[config.mk]
export PLATFORM = sky130hd
export DESIGN_NAME = bus_reader
export DESIGN_NICKNAME = d
export VERILOG_FILES = /design/src/rtl/bus_reader_pkg.sv /design/src/rtl/bus_reader_fifo.sv /design/src/rtl/bus_reader.sv
export SDC_FILE = /design/constraint.sdc
export NUM_CORES = 1
export LEC_CHECK = 0
export CAP_MARGIN = 20
export CELL_PAD_IN_SITES_DETAIL_PLACEMENT = 1
export CELL_PAD_IN_SITES_GLOBAL_PLACEMENT = 1
export CORE_MARGIN = 10
export CORE_UTILIZATION = 48
export DETAILED_ROUTE_END_ITERATION = 16
export PLACE_DENSITY = 0.95
export SETUP_SLACK_MARGIN = 0.15
export SYNTH_ARGS = -nofsm -noshare
export SYNTH_HDL_FRONTEND = slang
export SYNTH_HIERARCHICAL = 1
export SYNTH_SLANG_ARGS = --single-unit
[constraint.sdc]
create_clock -name clk -period 5.07 [get_ports clk]
set_clock_uncertainty 0.2 [all_clocks]
set_input_delay 0.507 -clock clk [delete_from_list [all_inputs] [get_ports clk]]
set_output_delay 0.507 -clock clk [all_outputs]
set_load 0.05 [all_outputs]
[src/rtl/bus_reader_pkg.sv]
// Shared constants and helpers for the bus_reader receive path.
package bus_reader_pkg;

    localparam int unsigned DefaultWidth = 8;
    localparam int unsigned DefaultDepth = 4;

    // Widest word the parity helper accepts; narrower words are zero-extended.
    localparam int unsigned MaxWidth = 64;

    // Even parity: the returned bit makes the total count of ones even.
    function automatic logic even_parity(logic [MaxWidth-1:0] word);
        return ^word;
    endfunction

endpackage

[src/rtl/bus_reader_fifo.sv]
// Word buffer for bus_reader: memory, wrapping pointers and occupancy count.
module bus_reader_fifo
    import bus_reader_pkg::*;
#(
    parameter int unsigned WIDTH = DefaultWidth,
    parameter int unsigned DEPTH = DefaultDepth
) (
    input  logic                     clk,
    input  logic                     rst,
    input  logic                     push,
    input  logic [WIDTH-1:0]         wr_data,
    input  logic                     pop,
    output logic [WIDTH-1:0]         rd_data,
    output logic                     full,
    output logic                     empty,
    output logic [$clog2(DEPTH):0]   count
);

    localparam int unsigned PtrW = $clog2(DEPTH);
    localparam int unsigned CntW = PtrW + 1;

    logic [WIDTH-1:0] mem_q [DEPTH];
    logic [PtrW-1:0]  wr_ptr_q, wr_ptr_d;
    logic [PtrW-1:0]  rd_ptr_q, rd_ptr_d;
    logic [CntW-1:0]  count_q, count_d;

    assign full    = (count_q == CntW'(DEPTH));
    assign empty   = (count_q == '0);
    assign count   = count_q;
    assign rd_data = mem_q[rd_ptr_q];

    always_comb begin
        wr_ptr_d = wr_ptr_q;
        rd_ptr_d = rd_ptr_q;
        count_d  = count_q;
        // DEPTH is a power of two, so pointers wrap by plain overflow.
        if (push) begin
            wr_ptr_d = wr_ptr_q + PtrW'(1);
        end
        if (pop) begin
            rd_ptr_d = rd_ptr_q + PtrW'(1);
        end
        if (push && !pop) begin
            count_d = count_q + CntW'(1);
        end else if (pop && !push) begin
            count_d = count_q - CntW'(1);
        end
    end

    always_ff @(posedge clk) begin
        if (rst) begin
            wr_ptr_q <= '0;
            rd_ptr_q <= '0;
            count_q  <= '0;
            for (int i = 0; i < int'(DEPTH); i++) begin
                mem_q[i] <= '0;
            end
        end else begin
            wr_ptr_q <= wr_ptr_d;
            rd_ptr_q <= rd_ptr_d;
            count_q  <= count_d;
            if (push) begin
                mem_q[wr_ptr_q] <= wr_data;
            end
        end
    end

endmodule

[src/rtl/bus_reader.sv]
// Receiving end of the shared tristate bus: captures strobed words into a FIFO
// and offers them downstream over valid/ready. Optional parity check: BUS_READER_PARITY_EN.
module bus_reader
    import bus_reader_pkg::*;
#(
    parameter int unsigned WIDTH = DefaultWidth,
    parameter int unsigned DEPTH = DefaultDepth
) (
    input  logic                     clk,
    input  logic                     rst,
`ifdef BUS_READER_PARITY_EN
    input  logic                     bus_parity,
    output logic                     parity_err,
`endif
    input  logic [WIDTH-1:0]         bus_data,
    input  logic                     bus_load,
    output logic                     bus_busy,
    output logic [WIDTH-1:0]         out_data,
    output logic                     out_valid,
    input  logic                     out_ready,
    output logic [$clog2(DEPTH):0]   count,
    output logic                     overflow
);

    logic full;
    logic empty;
    logic push;
    logic pop;
    logic word_ok;
    logic overflow_q, overflow_d;

`ifdef BUS_READER_PARITY_EN
    logic                parity_err_q, parity_err_d;
    logic [MaxWidth-1:0] word_ext;

    always_comb begin
        word_ext              = '0;
        word_ext[WIDTH-1:0]   = bus_data;
        word_ok               = (even_parity(word_ext) == bus_parity);
        parity_err_d          = parity_err_q | (bus_load & ~word_ok);
    end

    always_ff @(posedge clk) begin
        if (rst) begin
            parity_err_q <= 1'b0;
        end else begin
            parity_err_q <= parity_err_d;
        end
    end

    assign parity_err = parity_err_q;
`else
    assign word_ok = 1'b1;
`endif

    // Fullness is judged before any same-cycle pop, so a load into a full
    // FIFO is always dropped even while the consumer drains a word.
    assign push       = bus_load & ~full & word_ok;
    assign pop        = out_valid & out_ready;
    assign overflow_d = overflow_q | (bus_load & full);

    always_ff @(posedge clk) begin
        if (rst) begin
            overflow_q <= 1'b0;
        end else begin
            overflow_q <= overflow_d;
        end
    end

    assign overflow  = overflow_q;
    assign bus_busy  = full;
    assign out_valid = ~empty;

    bus_reader_fifo #(
        .WIDTH (WIDTH),
        .DEPTH (DEPTH)
    ) u_fifo (
        .clk     (clk),
        .rst     (rst),
        .push    (push),
        .wr_data (bus_data),
        .pop     (pop),
        .rd_data (out_data),
        .full    (full),
        .empty   (empty),
        .count   (count)
    );

endmodule
Yosys cells after proc, flatten, opt, wreduce, memory -nomap -nowiden
Memories as Yosys holds them, arrays and structs flattened. A register that Yosys moved wholly into a read port is not among the register bits.
Cells that the tools add are included.
Cells by class
  reductions and logical operators: 7
  add/sub/neg operators: 4
  bitwise logic cells: 6
  multiplexer cells: 12
  equality and inequality tests: 1
Operators with widths (number)
  $mux 8: 1
  $reduce_or 8->1: 1
  $mux 1: 6
  $mux 2: 3
  $mux 3: 2
  $add 2x1->2 const B: 2
  $add 3x1->3 const B: 1
  $and 1x1->1: 3
  $eq 3x3->1 const B: 1
  $logic_not 3->1: 1
  $sub 3x1->3 const B: 1
  $logic_and 1x1->1: 2
  $logic_not 1->1: 2
  $not 1->1: 2
  $reduce_bool 2->1: 1
  $or 1x1->1: 1
Word-level totals
  RAM bits: 32
  memories kept: 1
  output and inout port bits: 14
  input port bits: 12
  flip-flop bits (word level): 8
Memories
  u_fifo.mem_q: depth 4, width 8, rd ports 1, clocked after memory_dff 1, wr ports 4, RTL line bus_reader_fifo.sv:22  | logic [WIDTH-1:0] mem_q [DEPTH];

Logic depth before layout (Yosys ltp)
Gate-level depths: netlist of run 1.
  depth in word-level cells: 8
  gate-level depth with buffers: 9
  mapped depth without buffers: 9

Modules after synthesis
The synthesis of run 1 kept the hierarchy.
Modules (own cells, without submodules)
  bus_reader_fifo: cells an instance 120, area an instance 1819.2 µm², times used 1
  bus_reader: cells an instance 6, area an instance 47.5 µm², times used 1

Worst setup path before layout of run 1
Ideal clock, no wire load.
  path type: reg2reg
  start point: reg u_fifo.count_q[2], in the netlist u_fifo/count[2]
  end point: reg u_fifo.count_q[2], in the netlist u_fifo/count[2]
  library setup time: 0.070 ns
  required time: 4.800 ns
  arrival: 3.290 ns
  setup slack: 1.510 ns
  path buffers: 0
  stages on the path, launching flop included: 9
  cells stage by stage: dfxtp_1 -> nor3b_1 -> and2b_2 -> ha_1 -> inv_1 -> fa_1 -> xor2_1 -> or3_1 -> a21oi_1
Between the ends
  longest elaborated chain between the ends: 6
  elaborated cells between the ends (all ways): 15
  those cells by class: add/sub: 2; eq/ne: 1; mux: 2; bitwise: 4; reduce/logical: 6
RTL lines
  start, declared: RTL line bus_reader_fifo.sv:25  | logic [CntW-1:0] count_q, count_d;
  start signal, assigned: RTL line bus_reader_fifo.sv:61  | count_q <= count_d;
  $eq 3x3->1 (*): RTL line bus_reader_fifo.sv:27  | assign full = (count_q == CntW'(DEPTH));
  net bus_busy: RTL line bus_reader.sv:17  | output logic bus_busy,
  $not 1->1 (*): RTL line bus_reader.sv:58  | assign push = bus_load & ~full & word_ok;
  $and 1x1->1 (*): RTL line bus_reader.sv:58
  net push: RTL line bus_reader.sv:27  | logic push;
  $logic_not 1->1: RTL line bus_reader_fifo.sv:45  | end else if (pop && !push) begin
  $logic_and 1x1->1: RTL line bus_reader_fifo.sv:45
  $reduce_bool 2->1 (no source line)
Mark *: on every way through the listed nets, which the timed path passes. The rest lies on a longest branch. The select of a mux whose other input is x is not followed.
A chain may end at the register's enable or synchronous reset.

==> results of run 1 <==
[metal layers]
| metal | vias up | part of all wire, % | GRT usage [%] |
|---|---|---|---|
| met5 | - | 0 | 0 |
| met4 | 0 | 1.2 | 5.10 |
| met3 | 5 | 5.1 | 4.54 |
| met2 | 22 | 53 | 24.3 |
| met1 | 545 | 40 | 14.8 |
| li1 | 504 | - | - |
[power groups by stage]
stage                     logic, mW  registers [mW]  clock network, mW
after floorplan               0.323           0.492                  0
after global placement        0.448           0.491                  0
after detailed placement      0.466           0.500                  0
after CTS                     0.472           0.494              0.302
after global routing          0.489           0.502              0.317
final                         0.466           0.492              0.296
[flip-flops by register name, summed over array words and instances (netlist names), named ones only]
signal / cells
u_fifo/mem_q: 32
u_fifo/count: 3
u_fifo/rd_ptr_q: 2
u_fifo/wr_ptr_q: 2
overflow: 1
[cell type report]
class                   count  area (um^2)  share of cell area (%)
flip-flops and latches     42         1160                    50.8
multi-input cells          77          671                    29.3
repair buffers             25          250                    10.9
clock buffers               6         93.8                    4.11
well taps                  48         60.1                    2.63
clock inverters             2         38.8                    1.70
inverters                   3         11.3                   0.493
[worst max-delay path: cells and delay by family (launching register included)]
kind     cells  cell delay [ps]
mux          1              590
buf+inv      1              740
flops        1              710
[worst max-delay path by stage]
stage,end,depth (start not counted)
finish,out_data[0],2
global route,out_data[0],2
CTS,out_data[0],2
detailed placement,u_fifo/count[2],8
global placement,u_fifo/count[2],8
floorplan,u_fifo/count[2],8
[layout by cell type (no fill, tap or decap), types with 3 or more instances in the layout]
cell              n
o21bai_1          3
and2_1           32
dfxtp_1          10
nor2_1            8
clkdlybuf4s50_1  25
mux4_2            8
edfxtp_1         32
xor2_1            4
nand2_1           3
inv_1             3
clkbuf_8          5
[cells by family after synthesis]
kind of cell	Yosys count
AOI/OAI and AO/OA	7
muxes	9
DFF	42
xor gates and xnor gates	6
buffers and inverters	7
adders and majority gates	2
and+or+nand+nor	53
==> impl_metrics.tcl, run 1 <==
set metrics [dict create \
    synthesis.area_mm2 0.00187 \
    cts_buffers 5 \
    layout-drive-gt1-share_pct 14.8 \
    vias 1076 \
    yosysSeqAreaShare_pct 62.2 \
    synth_edf_count 32 \
    cts_htree_levels 2 \
    hold-worst-slack_ps 283 \
    final_nets 168 \
    io_buffers 25 \
    synth_top_family_by_area "simple AND/OR/NAND/NOR gates" \
    viasPerCell 5.30 \
    start_kind "register" \
    rsz0062_at_grt "false" \
    die_area_mm2 0.00678 \
    fin_crit_sh_pct 60.0 \
    postCtsHoldBufs 0 \
    clock-sinks 42 \
    antenna_found_initial 0 \
    tns_ps 0 \
    power_leakage_nw 0.835 \
    place_ws_ps 2280 \
    wire_per_inst_um 21.1 \
    finalSetupViolations 0 \
    clockBufferDepth 2 \
    routabilityCongestion 0.728 \
    async_reset_ff_share_pct 0 \
    post_dp_cell_area_mm2 0.00215 \
    syn2layout_area_growth_pct 22.5 \
    hold_start "overflow" \
    final.setup.worst_slack_ps 2030 \
    synth_xor_area_share_pct 2.82 \
    post_cts_buffers 0 \
    holdPathStages 2 \
    max_freq_ghz 0.329 \
    initial_core_util_pct 50.2 \
    final_util_pct 61.5 \
    pin_count 26 \
    drcViolationCount 0 \
    powerDensity_mw_per_mm2 549 \
    synth_compound_gate_area_share_pct 2.48 \
    min_to "overflow" \
    clock-root-buffer "clkbuf_8" \
    p_int_uw 794 \
    relSlewSlack_pct 37.2 \
    cap_viol_max_count 0 \
    slew_violations 0 \
    diodes 0 \
    crit_path_end_kind "primary output" \
    final_hold_viol_count 0 \
    path_cells "mux4_2, clkdlybuf4s50_1" \
    fin_crit_ps 3040 \
    synth_fp_nets 140 \
    combPwrFrac_pct 37.1 \
    yosys-mux-area-fraction_pct 10.2 \
    final_area_mm2 0.00229 \
    pwr-share-seq_pct 39.2 \
    core_mm2 0.00372 \
    crit_type "register to primary output" \
    switchingPower_uw 460 \
    grt_pass1_vias 1240 \
    synth.distinct_cells 28 \
    syn-instance-count 126 \
    fill_cells 351 \
    grt.total_usage_pct 13.7 \
    overflow 0 \
    clkPwrFrac_pct 23.6 \
    required_ps 4360 \
    worstPathArrival_ps 2340 \
    worstSkewPairLatency_ps 300 \
    worst-path-max-fanout 8 \
    worst_pin_slew_ps 940 \
    wirelength_mm 4.29 \
    ys.flop_type "edfxtp_1" \
    yosys.area_share.simple_pct 18.7 \
    firstDrtPassIters 4 \
    critical_path.max_stage_delay_ps 740 \
    synthAdderAreaFrac_pct 1.74 \
    hold_path_class "register to register" \
    r2r_slack_ps 2630 \
    drtIter0Drc 94 \
    fp.dieH_um 82.4 \
    synthTopCellsByArea "edfxtp_1 (51%), and2_1 (11%), dfxtp_1 (11%), mux4_2 (9.7%), xor2_1 (1.9%)" \
    r2r_start "u_fifo/count[0]" \
    netlist_top_cells_count "and2_1 (32), edfxtp_1 (32), dfxtp_1 (10)" \
    critPathSlowestCell "clkdlybuf4s50_1" \
    detail-route-antenna-nets 0 \
    yosys.area.top_type "edfxtp_1" \
    final_cells 203 \
    grt_max_degree 18 \
    grt_pass1_wl_mm 6.70 \
    status "finished, final reports clean" \
    dpl.hpwl_mm 2.94 \
    dieWidth_um 82.4 \
    peakVddDrop_mv 0.249 \
    path_clk_slew_ps 90 \
    p_sw_share_pct 36.7 \
    worstRegToRegCells 8 \
    dp.cells 195 \
    total_power_mw 1.25 \
    avgSynthCellArea_um2 14.8 \
    cts_tree "done" \
    rows 22 \
    synth_top_area_share_pct 51.5 \
    ys_ff_latch 42 \
    r2r-end "u_fifo/count[2]" \
    yosys_warnings 6 \
    cts_resized 0 \
]
(Power assumes the default switching activity.)
==> run 2: changes to the inputs <==
--- a/config.mk
+++ b/config.mk
@@ -9,9 +9,9 @@
 export CELL_PAD_IN_SITES_DETAIL_PLACEMENT = 1
 export CELL_PAD_IN_SITES_GLOBAL_PLACEMENT = 1
 export CORE_MARGIN = 10
-export CORE_UTILIZATION = 48
+export CORE_UTILIZATION = 40
 export DETAILED_ROUTE_END_ITERATION = 16
-export PLACE_DENSITY = 0.95
+export PLACE_DENSITY = 0.86
 export SETUP_SLACK_MARGIN = 0.15
 export SYNTH_ARGS = -nofsm -noshare
 export SYNTH_HDL_FRONTEND = slang
==> constraint.sdc (replaced) <==
create_clock -name clk -period 2.67 [get_ports clk]
set_clock_uncertainty 0.2 [all_clocks]
set_input_delay 0.267 -clock clk [delete_from_list [all_inputs] [get_ports clk]]
set_output_delay 0.267 -clock clk [all_outputs]
set_load 0.05 [all_outputs]
==> impl_metrics.tcl, run 2 (synthesis gave the netlist of run 1 again) <==
set metrics [dict create \
    cts_tree "done" \
    largest_register_ffs 32 \
    dieWidth_um 88.3 \
    drtIter0Drc 53 \
    slew_violations 0 \
    cp_num_buf_inv 1 \
    detail-route-antenna-nets 0 \
    start_kind "register" \
    diodes 0 \
    critical_path.top_delay_family "simple AND/OR/NAND/NOR gates" \
    fin_crit_ps 2380 \
    grt_pass1_vias 1200 \
    clock-sinks 42 \
    relSlewSlack_pct 36.9 \
    final_hold_viol_count 0 \
    cts_htree_levels 2 \
    critical_path.max_stage_delay_ps 370 \
    path_depth 8 \
    rows 24 \
    initial_core_util_pct 42.0 \
    final_nets 170 \
    required_ps 2690 \
    post_dp_cell_area_mm2 0.00219 \
    clock-root-buffer "clkbuf_8" \
    wire_per_inst_um 18.8 \
    worstPathArrival_ps 2400 \
    wirelength_mm 3.92 \
    overflow 0 \
    final_area_mm2 0.00228 \
    worst_pin_slew_ps 945 \
    dpl.hpwl_mm 2.86 \
    drcViolationCount 0 \
    holdPathStages 2 \
    tns_ps 0 \
    cts_resized 8 \
    layout-drive-gt1-share_pct 19.7 \
    postCtsHoldBufs 0 \
    fp.dieH_um 88.3 \
    syn2layout_area_growth_pct 22.1 \
    hold_path_class "register to register" \
    fin_crit_sh_pct 89.0 \
    rsz0062_at_grt "false" \
    total_power_mw 2.19 \
    cts_buffers 5 \
    max_freq_ghz 0.421 \
    peakVddDrop_mv 0.542 \
    status "finished, final reports clean" \
    cap_viol_max_count 0 \
    worstRegToRegCells 8 \
    largest-register "u_fifo/mem_q" \
    path_cells "nor3b_4, and2b_4, ha_2, inv_1, fa_1, xor2_1, or3_1, a21oi_2" \
    pin_count 26 \
    final_cell_mix "and2_1 (32), edfxtp_1 (32), clkdlybuf4s50_1 (17)" \
    vias 1091 \
    worstSkewPairLatency_ps 290 \
    grt_pass1_wl_mm 6.17 \
    die_area_mm2 0.00780 \
    critPathSlowestCell "dfxtp_4" \
    power_leakage_nw 0.851 \
    finalSetupViolations 0 \
    core_mm2 0.00444 \
    grt_max_degree 14 \
    antenna_found_initial 0 \
    post_cts_buffers 0 \
    path_clk_slew_ps 80 \
    routabilityCongestion 0.688 \
    io_buffers 25 \
    firstDrtPassIters 4 \
    grt.total_usage_pct 10.7 \
    crit_type "register to register" \
    worst-path-max-fanout 7 \
    clockBufferDepth 2 \
    powerDensity_mw_per_mm2 963 \
    crit_path_end_kind "register" \
    fill_cells 453 \
    hold-worst-slack_ps 295 \
    viasPerCell 5.22 \
]
[run 2: changes by cell type in the layout (fill, tap and decap cells not counted), sizes merged]
cell | previous run | this run
bufinv | 1 | 0
clkinv | 1 | 2
dlygate4sd2 | 0 | 8
buf | 0 | 2
clkdlybuf4s50 | 25 | 17
[run 2: worst paths after layout]
path,slack [ps],to,from
worst min-delay path,290,overflow,overflow
worst min register to register,290,overflow,overflow
worst max register to register,290,u_fifo/count[2],u_fifo/count[2]
worst max-delay path,290,u_fifo/count[2],u_fifo/count[2]
[run 2: per-stage QoR]
| step | utilization (%) | instances | setup slack (ps) |
|---|---|---|---|
| after floorplan | - | 126 | 153 |
| after global placement | 49.4 | 201 | 228 |
| after detailed placement | 49.4 | 201 | 67.4 |
| after CTS | 51.1 | 209 | 245 |
| after global routing | 51.3 | 209 | 181 |
| final | 51.3 | 209 | 292 |
[run 2: report_power, final]
group	internal [mW]	switching (mW)
sequential	0.827	0.0844
clock	0.184	0.214
combinational	0.333	0.552
[run 2: worst min-delay path, cell delays in order (launching register included)]
cell,delay [ps]
dfxtp_1,330
a21oi_1,40
nor2_1,80
[run 2: metal layers]
metal	vias up	share of wire, %	track usage, %
li1	506	-	-
met1	552	40	11.0
met2	28	52	19.2
met3	5	6.9	4.32
met4	0	1.2	3.52
met5	-	0	0
[run 2: area by class of cell]
| class | count | area (um^2) | share of cell area, % |
|---|---|---|---|
| sequential | 42 | 1170 | 51.2 |
| clock buffer | 6 | 72.6 | 3.18 |
| multi-input combinational | 77 | 694 | 30.5 |
| tap | 52 | 65.1 | 2.85 |
| timing repair buffer | 27 | 255 | 11.2 |
| clock inverter | 2 | 13.8 | 0.604 |
| inverter | 3 | 11.3 | 0.494 |
